**config.mk**
```make
export PLATFORM = sky130hd
export DESIGN_NAME = mux_rr_arbiter
export DESIGN_NICKNAME = d
export VERILOG_FILES = /design/src/rtl/mux_arb_pkg.sv /design/src/rtl/rr_pick4.sv /design/src/rtl/mux_rr_arbiter.sv
export SDC_FILE = /design/constraint.sdc
export NUM_CORES = 1
export LEC_CHECK = 0
export BUFFER_PORTS_ARGS = -buffer_cell sky130_fd_sc_hd__clkbuf_2
export CAP_MARGIN = 30
export CELL_PAD_IN_SITES_DETAIL_PLACEMENT = 2
export CELL_PAD_IN_SITES_GLOBAL_PLACEMENT = 2
export CORE_ASPECT_RATIO = 1.2
export CORE_MARGIN = 3
export CORE_UTILIZATION = 26
export CTS_BUF_LIST = sky130_fd_sc_hd__clkbuf_2 sky130_fd_sc_hd__clkbuf_4 sky130_fd_sc_hd__clkbuf_8
export CTS_CLUSTER_DIAMETER = 50
export DETAILED_ROUTE_END_ITERATION = 7
export PLACE_DENSITY = 0.75
export SETUP_SLACK_MARGIN = 0.02
export SYNTH_ARGS = -nofsm -noshare
export SYNTH_HDL_FRONTEND = slang
export SYNTH_HIERARCHICAL = 1
export SYNTH_SLANG_ARGS = --single-unit
```
**constraint.sdc**
```tcl
create_clock -name clk -period 1.9 [get_ports clk]
set_input_delay 0.19 -clock clk [delete_from_list [all_inputs] [get_ports clk]]
set_output_delay 0.19 -clock clk [all_outputs]
set_load 0.02 [all_outputs]
```
**src/rtl/mux_arb_pkg.sv**
```systemverilog
// -----------------------------------------------------------------------------
// mux_arb_pkg
// Shared types and helpers for the 4:1 mux round-robin arbiter.
//   state_e        : arbiter state (IDLE, GRANT)
//   NUM_REQ        : number of requesters sharing the mux path
//   idx_t          : 2-bit requester / mux-input index
//   idx_to_onehot  : index -> one-hot grant vector
// -----------------------------------------------------------------------------
package mux_arb_pkg;

  localparam int NUM_REQ = 4;

  typedef enum logic {
    IDLE  = 1'b0,
    GRANT = 1'b1
  } state_e;

  typedef logic [1:0] idx_t;

  function automatic logic [NUM_REQ-1:0] idx_to_onehot(input idx_t idx);
    logic [NUM_REQ-1:0] oh;
    oh = '0;
    oh[idx] = 1'b1;
    return oh;
  endfunction

endpackage

```
**src/rtl/rr_pick4.sv**
```systemverilog
// -----------------------------------------------------------------------------
// rr_pick4
// Combinational round-robin picker: returns the first set request bit at or
// after the pointer, scanning upward modulo 4.
// Ports:
//   req_i   [3:0] request vector
//   ptr_i   [1:0] scan start position
//   idx_o   [1:0] winning index (equals ptr_i when nothing is found)
//   found_o       high when any request bit is set
// -----------------------------------------------------------------------------
module rr_pick4
  import mux_arb_pkg::*;
(
  input  logic [NUM_REQ-1:0] req_i,
  input  idx_t               ptr_i,
  output idx_t               idx_o,
  output logic               found_o
);

  idx_t cand;

  // Scan from the farthest offset back to the pointer so the nearest set bit
  // is the last assignment and therefore wins.
  always_comb begin
    idx_o   = ptr_i;
    found_o = 1'b0;
    cand    = ptr_i;
    for (int k = NUM_REQ - 1; k >= 0; k--) begin
      cand = ptr_i + 2'(k);
      if (req_i[cand]) begin
        idx_o   = cand;
        found_o = 1'b1;
      end
    end
  end

endmodule

```
**src/rtl/mux_rr_arbiter.sv**
```systemverilog
// -----------------------------------------------------------------------------
// mux_rr_arbiter
// Round-robin arbiter driving the select pins of a 4:1 input mux. One owner is
// granted at a time; on release the next requester is granted on the same
// edge, so there is never a gap while a request is pending.
// Optional hold-limit timeout: define MUX_RR_ARBITER_TIMEOUT_EN.
// Ports:
//   clk         rising-edge clock
//   rst_n       asynchronous active-low reset
//   req   [3:0] level requests (bit i = mux input i+1)
//   done  [3:0] release pulse; only the current owner's bit is honoured
//   gnt   [3:0] one-hot registered grant
//   select_0    mux select MSB (registered)
//   select_1    mux select LSB (registered)
//   busy        high while a grant is active
//   timeout     one-cycle pulse when a grant is revoked by the hold limit
//   timeout_id  [1:0] index of the revoked owner, valid with timeout
// -----------------------------------------------------------------------------
module mux_rr_arbiter
  import mux_arb_pkg::*;
#(
  parameter int MAX_HOLD = 16,
  parameter int CNT_W    = 8
) (
  input  logic               clk,
  input  logic               rst_n,
  input  logic [NUM_REQ-1:0] req,
  input  logic [NUM_REQ-1:0] done,
  output logic [NUM_REQ-1:0] gnt,
  output logic               select_0,
  output logic               select_1,
  output logic               busy,
  output logic               timeout,
  output logic [1:0]         timeout_id
);

  state_e             state_q, state_d;
  idx_t               ptr_q, ptr_d;
  idx_t               owner_q, owner_d;   // doubles as the select value
  logic [NUM_REQ-1:0] gnt_q, gnt_d;

  logic owner_release;
  logic limit_hit;
  logic new_grant;
  idx_t pick_ptr;
  idx_t pick_idx;
  logic pick_found;

  // One picker serves both decisions: from IDLE it scans from the stored
  // pointer, on release it scans from owner+1, which leaves the old owner as
  // the last candidate (re-granted only when it alone still requests).
  assign pick_ptr = (state_q == GRANT) ? idx_t'(owner_q + 2'd1) : ptr_q;

  rr_pick4 u_pick (
    .req_i   (req),
    .ptr_i   (pick_ptr),
    .idx_o   (pick_idx),
    .found_o (pick_found)
  );

  assign owner_release = (state_q == GRANT) && (done[owner_q] || !req[owner_q]);

`ifdef MUX_RR_ARBITER_TIMEOUT_EN
  logic [CNT_W-1:0] cnt_q, cnt_d;
  logic             timeout_q, timeout_d;
  idx_t             tid_q, tid_d;

  assign limit_hit = (state_q == GRANT) && (cnt_q == CNT_W'(MAX_HOLD - 1));
`else
  logic unused_cfg;
  assign unused_cfg = (MAX_HOLD > CNT_W);
  assign limit_hit  = 1'b0;
`endif

  always_comb begin
    state_d   = state_q;
    ptr_d     = ptr_q;
    owner_d   = owner_q;
    gnt_d     = gnt_q;
    new_grant = 1'b0;
    unique case (state_q)
      IDLE: begin
        if (pick_found) begin
          state_d   = GRANT;
          owner_d   = pick_idx;
          gnt_d     = idx_to_onehot(pick_idx);
          new_grant = 1'b1;
        end
      end
      GRANT: begin
        if (owner_release || limit_hit) begin
          ptr_d = idx_t'(owner_q + 2'd1);
          if (pick_found) begin
            owner_d   = pick_idx;
            gnt_d     = idx_to_onehot(pick_idx);
            new_grant = 1'b1;
          end else begin
            // Owner index is kept so the select lines hold in IDLE.
            state_d = IDLE;
            gnt_d   = '0;
          end
        end
      end
      default: ;
    endcase
  end

`ifdef MUX_RR_ARBITER_TIMEOUT_EN
  always_comb begin
    // A normal release on the limit cycle takes precedence over the timeout.
    timeout_d = limit_hit && !owner_release;
    tid_d     = timeout_d ? owner_q : tid_q;
    if (new_grant) begin
      cnt_d = '0;
    end else if (state_q == GRANT) begin
      cnt_d = cnt_q + 1'b1;
    end else begin
      cnt_d = cnt_q;
    end
  end

  always_ff @(posedge clk or negedge rst_n) begin
    if (!rst_n) begin
      cnt_q     <= '0;
      timeout_q <= 1'b0;
      tid_q     <= '0;
    end else begin
      cnt_q     <= cnt_d;
      timeout_q <= timeout_d;
      tid_q     <= tid_d;
    end
  end

  assign timeout    = timeout_q;
  assign timeout_id = tid_q;
`else
  logic unused_grant_flag;
  assign unused_grant_flag = new_grant;
  assign timeout    = 1'b0;
  assign timeout_id = 2'b00;
`endif

  always_ff @(posedge clk or negedge rst_n) begin
    if (!rst_n) begin
      state_q <= IDLE;
      ptr_q   <= '0;
      owner_q <= '0;
      gnt_q   <= '0;
    end else begin
      state_q <= state_d;
      ptr_q   <= ptr_d;
      owner_q <= owner_d;
      gnt_q   <= gnt_d;
    end
  end

  assign gnt      = gnt_q;
  assign select_0 = owner_q[1];
  assign select_1 = owner_q[0];
  assign busy     = (state_q == GRANT);

endmodule

```
======== Yosys cells after proc, flatten, opt, wreduce, memory -nomap -nowiden ========
Cells that the tools add are included.
operators by class
  $add $sub $neg .......................... 4
  $lt $le $gt $ge ......................... 7
  equal/unequal tests ..................... 2
  muxes and demuxes ....................... 33
  bitwise gates (word level) .............. 1
  reduce and logical (&&, ||, !) cells .... 6
operators by type and width
  operator               count
  $lt A2 B3 Y1 const B   6
  $mux W2                7
  $mux W1                13
  $bmux W1 S2            6
  $mux W4                3
  $pmux W4 S2            1
  $add A2 B1 Y2 const B  2
  $add A2 B2 Y2 const B  2
  $pmux W2 S2            1
  $reduce_and A2 Y1      2
  $demux W1 S2           1
  $ge A2 B1 Y1 const B   1
  $logic_and A1 B1 Y1    2
  $ne A2 B1 Y1 const B   1
  $ne A2 B2 Y1 const B   1
  $pmux W1 S2            1
  $logic_not A1 Y1       1
  $logic_or A1 B1 Y1     1
  $not A1 Y1             1
word-level totals
  register bits ........................... 9

======== Longest topological paths before layout ========
Gate-level depths: netlist of the first run.
  depth in word-level cells ............... 16
  gate-level depth with buffers ........... 8

======== Hierarchy ========
Netlist of the first run, hierarchy kept.
by module, submodules not included
  module          times used  cells each  area an instance (µm²)  sequential area each (µm²)
  mux_rr_arbiter  1           42          470.5                   225.2
  rr_pick4        1           16          100.1                   0.0

======== Worst setup path after synthesis of the first run ========
Ideal clock, no wire load.
  kind .................................... flip-flop to flip-flop
  from .................................... register state_q, in the netlist busy
  to ...................................... register gnt_q[0], in the netlist gnt[0]
  arrival ................................. 2.088 ns
  path slack .............................. -0.310 ns
  stages on the path, launching flop included .. 8
  buffers on the path ..................... 1
  period minus slack after synthesis ...... 2.210 ns
  path through ............................ dfrtp_1 clkbuf_1 mux2i_1 and2b_2 or4_1 nand2_1 nor2_1 a32o_1
on the way
  longest elaborated chain between the ends .. 15
  elaborated cells on any way between the ends .. 34
  those cells by class .................... add/sub: 3; order compare: 2; eq/ne: 2; mux: 23; bitwise: 1; reduce/logical: 3
RTL lines
  item                                                                       RTL line               text
  from (decl)                                                                mux_rr_arbiter.sv:37   state_e state_q, state_d;
  from (signal assigned)                                                     mux_rr_arbiter.sv:150  state_q <= state_d;
  $mux W2 (*)                                                                mux_rr_arbiter.sv:52   assign pick_ptr = (state_q == GRANT) ? idx_t'(owner_q + 2'd1) : ptr_q;
  via pick_ptr[0]                                                            mux_rr_arbiter.sv:45   idx_t pick_ptr;
  $add A2 B2 Y2                                                              rr_pick4.sv:29         cand = ptr_i + 2'(k);
  $bmux W1 S2                                                                rr_pick4.sv:30         if (req_i[cand]) begin
  $mux W1 (implied by the code)                                              rr_pick4.sv:30
  $mux W2 (3 in a row)                                                       rr_pick4.sv:30
  $mux W2 (*)                                                                rr_pick4.sv:30
  via pick_idx[1]                                                            mux_rr_arbiter.sv:46   idx_t pick_idx;
  $lt A2 B3 Y1 (implied by the code) / $ge A2 B1 Y1 (equally long branches)  mux_arb_pkg.sv:23      oh[idx] = 1'b1;
  $logic_and A1 B1 Y1 (implied by the code)                                  mux_arb_pkg.sv:23
  $mux W1 (implied by the code)                                              mux_arb_pkg.sv:23
  $demux W1 S2 (*)                                                           mux_arb_pkg.sv:23
  $mux W4                                                                    mux_rr_arbiter.sv:93   if (pick_found) begin
  $mux W4                                                                    mux_rr_arbiter.sv:91   if (owner_release || limit_hit) begin
  $pmux W4 S2 (*)                                                            mux_rr_arbiter.sv:81   unique case (state_q)
  to (signal assigned)                                                       mux_rr_arbiter.sv:153  gnt_q <= gnt_d;
  to (decl)                                                                  mux_rr_arbiter.sv:40   logic [NUM_REQ-1:0] gnt_q, gnt_d;
The timed path passes the listed nets; every way through them passes the cells marked *. The select of a mux whose other input is x is not followed.
A chain may end at the register's enable or synchronous reset.

======== Worst setup path after layout of the first run ========
Ends and elaborated chain as after synthesis.

==> out/metrics.csv, run 1 <==
metric,value,unit
status,finished clean,
synth_top_area_cell,dfrtp_1,
final.setup_skew,4.16,ps
place_area,753,sq um
root_buffer,clkbuf_4,
worstSetupPathType,flip-flop to flip-flop,
top_layer,met4,
seq_area,229,sq um
die_area,2790,sq um
wl,1830,microns
synthesis.area,571,sq um
fin_util,0.459,
drcViolationCount,0,
final_area,898,sq um
synth_flop_cell,dfrtp_1,
dp_hpwl,1400,microns
min_period_over_period,0.997,
dp.cells,111,
yosys_warnings,6,
vias,582,
grt_overflow,0,
initial_utilization,0.292,
cts_sinks,9,
clockBufferDepth,2,
fillerInstances,231,
fin_cells,119,
path_depth,6,
synth_top_area_frac,0.395,
startpoint_type,flip-flop,
path_clk_slew,60,ps
multi_input_area,402,sq um
cts_buffers,3,
synth_edf_count,0,
path_delay_family,simple AND/OR/NAND/NOR gates,
drive_gt1_frac,0.582,
worstReg2RegStart,busy,
crit_arrival,2050,ps
wl_met2,980,microns
ff2ff_path_depth,6,
nNetsFinal,102,
wl_per_cell,15.4,microns
die_w,48.8,microns
irDropWorstVdd,722,uV
seq_area_frac_synth,0.395,
core_area,1960,sq um
cts_max_level,1,
clock.fmax,528,MHz
gp_congestion,0.778,
drtIter0Drc,3,
syn_inst,58,
critical_path.max_stage_delay,550,ps
core.rowCount,17,
hold_ws,313,ps
dieHeight,57.3,microns
worst-path-buf-inv,0,
wl_met1,758,microns
setup.worst_path.end_class,flip-flop,
ios,20,
grt_max_degree,10,
hold_viol_final,0,
ys_ff_latch,9,
clk_latency,260,ps
syn_to_final_growth,57.5,%
hp-class,primary input to async pin,
antenna_left,0,
antenna_found_initial,0,
route.met3.wl,80,microns
p_leak,0.442,nW
dr.pass1.iters,2,
grt_pass1_wl,3190,microns
avgSynthCellArea,9.84,sq um
setup_violations,0,
rsz0062_at_grt,yes,
globalRouteTotalUtil,0.146,
powerDensity,1670,nW/um^2
post-route-min-period,1890,ps
io_buffers,16,
worstPathMaxFanout,7,
startpoint,busy,
viasPerCell,4.89,
synthArstFlopShare,1.00,
synthDistinctLibCells,31,
cp.required,2050,ps
cpMaxStageDelayCell,or4_4,
crit_chain,mux2i_1 > and2b_2 > or4_4 > nand2_4 > nor2_2 > a32o_1,
synth.area.top_cells,"dfrtp_1, o2bb2ai_1, buf_4",
tritoncts,built,
antennaDiodeCount,0,
drv_cap,0,
slew_violations,0,
grt_pass1_vias,668,
[cell type report]
type / instances / area share
clock buffers: 4 / 0.0334
inverters: 2 / 0.00836
multi-input cells: 45 / 0.447
flip-flops and latches: 9 / 0.255
well taps: 28 / 0.0390
repair buffers: 31 / 0.217
[where the power goes]
| group | leakage (nW) | switching (mW) | total, mW | internal (mW) |
|---|---|---|---|---|
| registers | 0.105 | 0.0663 | 0.345 | 0.279 |
| clock network | 0.0184 | 0.0671 | 0.162 | 0.0952 |
| logic | 0.318 | 0.494 | 0.992 | 0.498 |
[cells by family (layout without fill, tap and decap cells)]
family	after synthesis	count (layout)	share of synthesized area
xor gates and xnor gates	1	1	0.0154
DFF	9	9	0.395
buffers and inverters	6	37	0.0592
AOI/OAI and AO/OA	14	14	0.191
muxes	4	4	0.0746
and+or+nand+nor	23	23	0.259
other	1	3	0.00657
[registers in the layout, indices dropped and copies added, names as in the netlist]
name,flops
gnt,4
ptr_q,2
owner_q,2
busy,1
[worst paths after layout]
kind                            slack, ps          to
worst max-delay path                    5      gnt[0]
worst min-delay path                  310    ptr_q[1]
worst max register to register          5      gnt[0]
worst min register to register        490      gnt[3]
max in group asynchronous            1370  owner_q[1]
min in group clk                      420      gnt[3]
[synthesized netlist by cell type (2+ instances only)]
library cell / count
buf_4: 3
o21ai_0: 2
nor4bb_1: 2
nor2_1: 4
inv_1: 2
dfrtp_1: 9
a21oi_1: 3
mux2_1: 2
nand2b_1: 2
mux2i_1: 2
o2bb2ai_1: 3
and2b_2: 2
nand2_1: 4
[what timing repair did]
item,in CTS,in global routing
hold buffers,1,0
pin swaps,4,2
buffers inserted,2,1
gates resized for setup,9,8
endpoints found under the hold margin,9,0
endpoints found under the setup margin,6,8
[per-layer routing]
metal | track usage | vias up
li1 | - | 274
met1 | 0.166 | 292
met2 | 0.272 | 14
met3 | 0.0366 | 2
met4 | 0.0366 | 0
met5 | 0 | -
[metrics by stage]
stage | power (mW) | TNS [ps] | setup slack [ps]
after floorplan | 0.793 | -108 | -94.9
after global placement | 1.10 | 0 | 16.5
after detailed placement | 1.15 | -285 | -140
after CTS | 1.44 | -3.74 | -3.74
after global routing | 1.63 | -343 | -120
final | 1.50 | 0 | 5.26
[cell usage in the layout (no fill, tap or decap), types with 2 or more instances in the layout]
| master | netlist | layout |
|---|---|---|
| a21oi_1 | 3 | 2 |
| nand2_1 | 4 | 3 |
| nand2b_1 | 2 | 2 |
| o2bb2ai_1 | 3 | 2 |
| nor2_1 | 4 | 3 |
| mux2_1 | 2 | 2 |
| mux2i_1 | 2 | 2 |
| nor4bb_4 | 0 | 2 |
| and2b_2 | 2 | 2 |
| dfrtp_1 | 9 | 6 |
| dfrtp_2 | 0 | 3 |
| buf_4 | 3 | 14 |
| o21ai_1 | 1 | 2 |
| conb_1 | 1 | 3 |
| clkbuf_2 | 0 | 16 |
| clkbuf_4 | 0 | 4 |
Power figures use the tool's default switching activity.
==> run 2, diff against run 1 <==
--- a/config.mk
+++ b/config.mk
@@ -13,9 +13,9 @@
 export CORE_MARGIN = 3
 export CORE_UTILIZATION = 26
 export CTS_BUF_LIST = sky130_fd_sc_hd__clkbuf_2 sky130_fd_sc_hd__clkbuf_4 sky130_fd_sc_hd__clkbuf_8
-export CTS_CLUSTER_DIAMETER = 50
 export DETAILED_ROUTE_END_ITERATION = 7
 export PLACE_DENSITY = 0.75
+export RECOVER_POWER = 25
 export SETUP_SLACK_MARGIN = 0.02
 export SYNTH_ARGS = -nofsm -noshare
 export SYNTH_HDL_FRONTEND = slang
==> out/metrics.csv, run 2 (synthesis results as in run 1) <==
metric,value,unit,change
status,finished clean,,
cts_buffers,3,,unchanged
dieHeight,57.3,microns,unchanged
root_buffer,clkbuf_4,,
gp_congestion,0.778,,unchanged
antenna_found_initial,0,,unchanged
nNetsFinal,102,,unchanged
grt_pass1_vias,668,,unchanged
post-route-min-period,1900,ps,+0.290 ps
die_w,48.8,microns,unchanged
grt_max_degree,10,,unchanged
cp.required,2050,ps,about the same
multi_input_area,402,sq um,unchanged
initial_utilization,0.292,,unchanged
clockBufferDepth,2,,unchanged
largest_reg_flops,4,,unchanged
globalRouteTotalUtil,0.146,,unchanged
drive_gt1_frac,0.571,,-0.0110
core_area,1960,sq um,unchanged
fillerInstances,231,,unchanged
hold_viol_final,0,,unchanged
fin_util,0.458,,-0.000639
clock.fmax,528,MHz,about the same
viasPerCell,4.89,,unchanged
drtIter0Drc,3,,unchanged
vias,582,,unchanged
seq_area,229,sq um,unchanged
wl,1830,microns,-0.11%
irDropWorstVdd,722,uV,about the same
worstSetupPathType,flip-flop to flip-flop,,
hp-class,primary input to async pin,,
drcViolationCount,0,,unchanged
mostFrequentLayoutCell,clkbuf_2,,
grt_overflow,0,,unchanged
syn_to_final_growth,57.2,%,
startpoint_type,flip-flop,,
slew_violations,0,,unchanged
antenna_left,0,,unchanged
min_period_over_period,0.997,,about the same
worstPathMaxFanout,7,,unchanged
p_leak,0.439,nW,-0.67%
crit_arrival,2050,ps,about the same
powerDensity,1670,nW/um^2,+0.10%
setup_violations,0,,unchanged
path_clk_slew,60,ps,about the same
clk_latency,260,ps,about the same
setup.worst_path.end_class,flip-flop,,
cts_max_level,1,,unchanged
grt_busiest_layer,met2,,
grt_use_met1,0.166,,unchanged
met2_usage,0.272,,unchanged
gr-usage-met3,0.0366,,unchanged
ios,20,,unchanged
antennaDiodeCount,0,,unchanged
final.setup_skew,4.16,ps,unchanged
wl_per_cell,15.4,microns,-0.11%
drv_cap,0,,unchanged
dr.pass1.iters,2,,unchanged
core.rowCount,17,,unchanged
rsz0062_at_grt,yes,,
cts_sinks,9,,unchanged
dp_slack,-140,ps,unchanged
grt_pass1_wl,3190,microns,unchanged
total_power,1.50,mW,about the same
dp_hpwl,1400,microns,unchanged
io_buffers,16,,unchanged
tritoncts,built,,
die_area,2790,sq um,unchanged
most-common-layout-cells,"clkbuf_2, buf_4, dfrtp_1",,
setup_ws,4.97,ps,-0.290 ps
-- run 2: cell counts in the layout (fill, tap and decap cells not counted) --
Identical to the previous run, type by type.
-- run 2: cell type report --
type	instances	share of cell area
Multi-Input combinational cell	45	0.448
Tap cell	28	0.0391
Timing Repair Buffer	31	0.216
Sequential cell	9	0.255
Clock buffer	4	0.0335
Inverter	2	0.00837
-- run 2: metal layers --
layer,part of all wire,up-vias
met5,0,-
met4,0.0066,0
met3,0.044,2
met2,0.54,14
met1,0.41,292
li1,-,274
-- run 2: what timing repair did --
item / in CTS / in global routing
setup buffers: 2 / 1
hold buffers: 1 / 0
setup endpoints to repair: 6 / 8
gates resized for setup: 9 / 8
endpoints found under the hold margin: 9 / 0
pin swaps: 4 / 2
-- run 2: worst max-delay path, cell delays in order, from the launching register on --
cell and delay [ps]:
dfrtp_2 430, mux2i_1 240, and2b_2 240, or4_4 550, nand2_4 100, nor2_2 40
a32o_1 200
-- run 2: report_power, final --
part	leakage [nW]	internal (mW)	switching [mW]	total (mW)
combinational	0.315	0.497	0.494	0.991
sequential	0.105	0.279	0.0662	0.345
clock	0.0184	0.0952	0.0671	0.162
total	0.439	0.871	0.627	1.50
-- run 2: worst paths after layout --
path	startpoint	to	slack, ps	cells past startpoint
worst max-delay path	busy	gnt[0]	5	6
worst min-delay path	rst_n	ptr_q[1]	390	2
max in group asynchronous	rst_n	owner_q[1]	1150	2
min in group clk	req[1]	gnt[3]	420	5
worst min register to register	gnt[3]	gnt[3]	490	1
worst max register to register	busy	gnt[0]	5	6
-- run 2: through the flow --
step	hold WS (ps)	cell area (sq um)	cells	TNS, ps
CTS	315	840	118	-3.74
floorplan	-106	592	60	-108
global placement	56.4	753	111	0
global route	430	897	119	-343
detailed placement	61.2	753	111	-285
finish	393	897	119	0
